`src/rtl/fifo_rd_ctrl.sv`:
```
// Read-side controller for the dual-clock readout FIFO: write-pointer synchroniser,
// read pointer, empty/level flags and a prefetching valid/ready output register.
module fifo_rd_ctrl #(
  parameter int ASIZE    = 3,
  parameter int DSIZE    = 36,
  parameter int AE_LEVEL = 2
) (
  input  logic             rclk,
  input  logic             rrst,
  input  logic [ASIZE:0]   wptr_gray,
  output logic [ASIZE-1:0] raddr,
  input  logic [DSIZE-1:0] rdata,
  output logic [ASIZE:0]   rptr_gray,
  output logic             rempty,
  output logic             ralmost_empty,
  output logic [ASIZE:0]   rcount,
  output logic [DSIZE-1:0] dout,
  output logic             dout_valid,
  input  logic             dout_ready
);

  localparam logic [ASIZE:0] AE_THR = (ASIZE+1)'(AE_LEVEL);

  logic [ASIZE:0] rq1, rq2;
  logic [ASIZE:0] rbin, rbinnext, rgraynext;
  logic [ASIZE:0] wbin_sync, count_next;
  logic           rinc;

  function automatic logic [ASIZE:0] gray2bin(input logic [ASIZE:0] g);
    logic [ASIZE:0] b;
    b[ASIZE] = g[ASIZE];
    for (int i = ASIZE - 1; i >= 0; i--) b[i] = b[i+1] ^ g[i];
    return b;
  endfunction

  assign raddr = rbin[ASIZE-1:0];

  // NOTE: every always_comb output is assigned on every path, so no latch can be inferred.
  always_comb begin
    rinc       = !rempty && (!dout_valid || dout_ready);
    rbinnext   = rbin + {{ASIZE{1'b0}}, rinc};
    rgraynext  = (rbinnext >> 1) ^ rbinnext;
    wbin_sync  = gray2bin(rq2);
    count_next = wbin_sync - rbinnext;
  end

  // NOTE: state uses non-blocking assignments so every flop samples pre-edge values.
  always_ff @(posedge rclk or posedge rrst) begin
    if (rrst) begin
      rq1           <= '0;
      rq2           <= '0;
      rbin          <= '0;
      rptr_gray     <= '0;
      rempty        <= 1'b1;
      ralmost_empty <= 1'b1;
      rcount        <= '0;
      dout          <= '0;
      dout_valid    <= 1'b0;
    end else begin
      rq1           <= wptr_gray;
      rq2           <= rq1;
      rbin          <= rbinnext;
      rptr_gray     <= rgraynext;
      // Compared against the synchronised pointer only, so the flags can lag writes but never lead them.
      rempty        <= (rgraynext == rq2);
      rcount        <= count_next;
      ralmost_empty <= (count_next <= AE_THR);
      if (rinc) begin
        dout       <= rdata;
        dout_valid <= 1'b1;
      end else if (dout_ready) begin
        dout_valid <= 1'b0;
      end
    end
  end

endmodule

```
`config.mk`:
```
export PLATFORM = sky130hd
export DESIGN_NAME = fifo_rd_ctrl
export DESIGN_NICKNAME = d
export VERILOG_FILES = /design/src/rtl/fifo_rd_ctrl.sv
export SDC_FILE = /design/constraint.sdc
export NUM_CORES = 1
export LEC_CHECK = 0
export ABC_AREA = 0
export BUFFER_PORTS_ARGS = -buffer_cell sky130_fd_sc_hd__clkbuf_2
export CORE_MARGIN = 8
export CORE_UTILIZATION = 45
export DETAILED_ROUTE_END_ITERATION = 8
export PLACE_DENSITY = 0.76
export SLEW_MARGIN = 20
export SYNTH_ARGS = -nofsm -noshare
export SYNTH_HDL_FRONTEND = slang
export SYNTH_SLANG_ARGS = --single-unit
```
`constraint.sdc`:
```
create_clock -name rclk -period 3.5 [get_ports rclk]
set_input_delay 0.7 -clock rclk [delete_from_list [all_inputs] [get_ports rclk]]
set_output_delay 0.7 -clock rclk [all_outputs]
set_load 0.03 [all_outputs]
```
==> out/metrics.yaml <==
detailed_routing:
  routed.top_layer: "met4"
  route.met2.wl_mm: 2.258
  drc: 0
  totalWireLength_mm: 4.821
  firstDrtPassIters: 3
  viasPerCell: 4.599
  wl_per_cell_um: 15.11
  drt-initial-drc-count: 45
  antenna_left: 0
  m1WireLength_mm: 1.817
  met3RoutedLength_um: 627
  dr_total_vias: 1467
synth:
  syn_area_um2: 2250
  synth_cell_type_count: 26
  yosysWarnings: 0
  ys_seq_area_share_pct: 64.63
  avgSynthCellArea_um2: 15.62
  synth_seq_cells: 58
  synthCells: 144
  syn-num-nets: 192
sta:
  fin_tns_setup_ns: 0
  tightest_slew_ns: 0.5478
  drv_slew: 0
  min_period_ns: 2.628
  setup_violations: 0
  post-route-period-util_pct: 75.08
  rsz0062_at_grt: "no"
  fmax_ghz: 0.3805
  finalHoldViolCount: 0
  final.setup_skew_ns: 0.009031
  max_slew_margin_pct: 63.42
power:
  leakage_nw: 1.518
  power_mw: 2.714
  power_density_nw_per_um2: 892.4
  vdd_drop_max_uv: 430.8
global_route:
  antenna_found_initial: 0
  grt_pass1_vias: 1673
  gr-total-overflow: 0
  grt_max_degree: 37
  grtUsageTotal_pct: 13.78
  grt_pass1_wl_mm: 7.741
finish:
  layout_common_cells: "92 x clkbuf_2, 56 x dfrtp_1, 36 x mux2_2"
  layout_commonest_cell: "clkbuf_2"
  area_growth_pct: 35.21
  antenna_cells: 0
  nNetsFinal: 295
  fin_cells: 319
  utilization_pct: 63.56
  drive_gt1_share_pct: 60.71
cts:
  clk_pin_slew_ns: 0.06
  root_buffer: "clkbuf_8"
  cts_setup_buffers: 0
  cts_max_level: 3
  cts_buffers: 9
  cts_buffer_depth: 2
  ctsResizeCount: 0
  ctsHoldBuffers: 0
  clk_latency_ns: 0.33
  cts_tree: "built"
  cts_sinks: 58
min_path:
  holdCritPathClass: "register to register"
  hold_path_depth: 0
placement:
  dpl.hpwl_mm: 3.829
  io_buffers: 92
  place_congestion: 0.8095
  dp_cells: 303
critical_path:
  cp.arrival_ns: 2.88
  worst-setup-path-type: "register to register"
  crit_fanout: 4
  startpoint_type: "register"
  cp-end-kind: "register"
  cp_data_required_time_ns: 3.75
  r2r_cells: 8
die:
  start_util_pct: 47.01
  die_area_um2: 7518
  num_rows: 25
  core_um2: 4786
  io_pins: 93
  die_height_um: 86.71
  die_w_um: 86.71
run:
  drv_cap: 0
status:
  outcome: "completed"
==> synth_stat cells (all sizes together) <==
master  number  share of area (%)
dfrtp       56                 62
mux2        36                 18
xnor2       11                4.6
inv          8                1.3
xor2         6                2.7
ha           4                2.2
buf          3               0.67
nor2         3               0.61
a21oi        2               0.61
dfstp        2                2.3
o21ai        2               0.44
a21boi       1               0.33
and2         1               0.28
and3         1               0.28
fa           1               0.89
maj3         1               0.44
mux2i        1               0.44
nand3        1               0.22
nor3         1               0.22
o211a        1               0.44
o22ai        1               0.28
or4          1               0.33
==> final timing paths <==
check                                       from                       to  slack (ns)
worst max-delay path            rq2[3]$_DFF_PP0_  ralmost_empty$_DFF_PP1_        0.87
worst min-delay path            rq1[1]$_DFF_PP0_         rq2[1]$_DFF_PP0_        0.35
worst max register to register  rq2[3]$_DFF_PP0_  ralmost_empty$_DFF_PP1_        0.87
worst min register to register  rq1[1]$_DFF_PP0_         rq2[1]$_DFF_PP0_        0.35
max in group asynchronous                   rrst  ralmost_empty$_DFF_PP1_        2.37
min in group asynchronous                   rrst     dout[19]$_DFFE_PP0P_        0.39
==> report_power, final <==
part	total (mW)	internal [mW]	switching, mW
registers	0.926	0.841	0.0853
clock network	0.716	0.469	0.247
logic	1.07	0.403	0.669
==> critical path, cell delays in order, from the launching register on <==
cell and delay [ns]:
dfrtp_1 0.41, xnor2_2 0.28, xor2_1 0.34, xor2_1 0.12, ha_1 0.25, fa_1 0.54
nor2_1 0.06, or4_1 0.39, o22ai_1 0.17
==> routing by layer <==
metal	global-route usage [%]	up-vias
met1	13.94	695
met3	8.034	10
li1	-	695
met4	9.390	0
met2	21.04	67
met5	0	-
==> layout make-up <==
class,instances,area [um^2]
Multi-Input combinational cell,75,758.2
Sequential cell,58,1454
Fill cell,398,1744
Tap cell,67,83.83
Timing Repair Buffer,95,483.0
Clock buffer,10,127.6
Clock inverter,6,105.1
Inverter,8,30.03
==> cells by family after synthesis <==
| family | Yosys count | synth area share, % |
|---|---|---|
| AO/OA/AOI/OAI | 7 | 2.114 |
| XOR/XNOR | 17 | 7.286 |
| adder cells (fa/ha/maj) | 6 | 3.560 |
| buffers and inverters | 11 | 2.002 |
| flip-flops | 58 | 64.63 |
| multiplexers | 37 | 18.47 |
| AND/OR/NAND/NOR | 8 | 1.947 |
==> stage by stage <==
step	worst slack [ns]	cell area, um^2	hold WS [ns]
2_1_floorplan	0.4516	2250	0.3312
3_3_place_gp	0.7200	2809	0.3344
3_5_place_dp	0.6710	2809	0.3358
4_1_cts	0.8681	3042	0.3500
5_1_grt	0.7035	3042	0.3588
6_report	0.8721	3042	0.3466
==> registers in the layout (all words and copies together) (netlist names) <==
name / cells
rptr_gray: 3
rbin: 4
rq2: 4
rempty: 1
rcount: 4
ralmost_empty: 1
dout: 36
rq1: 4
dout_valid: 1
No activity file was read; power rests on OpenSTA's default activity.
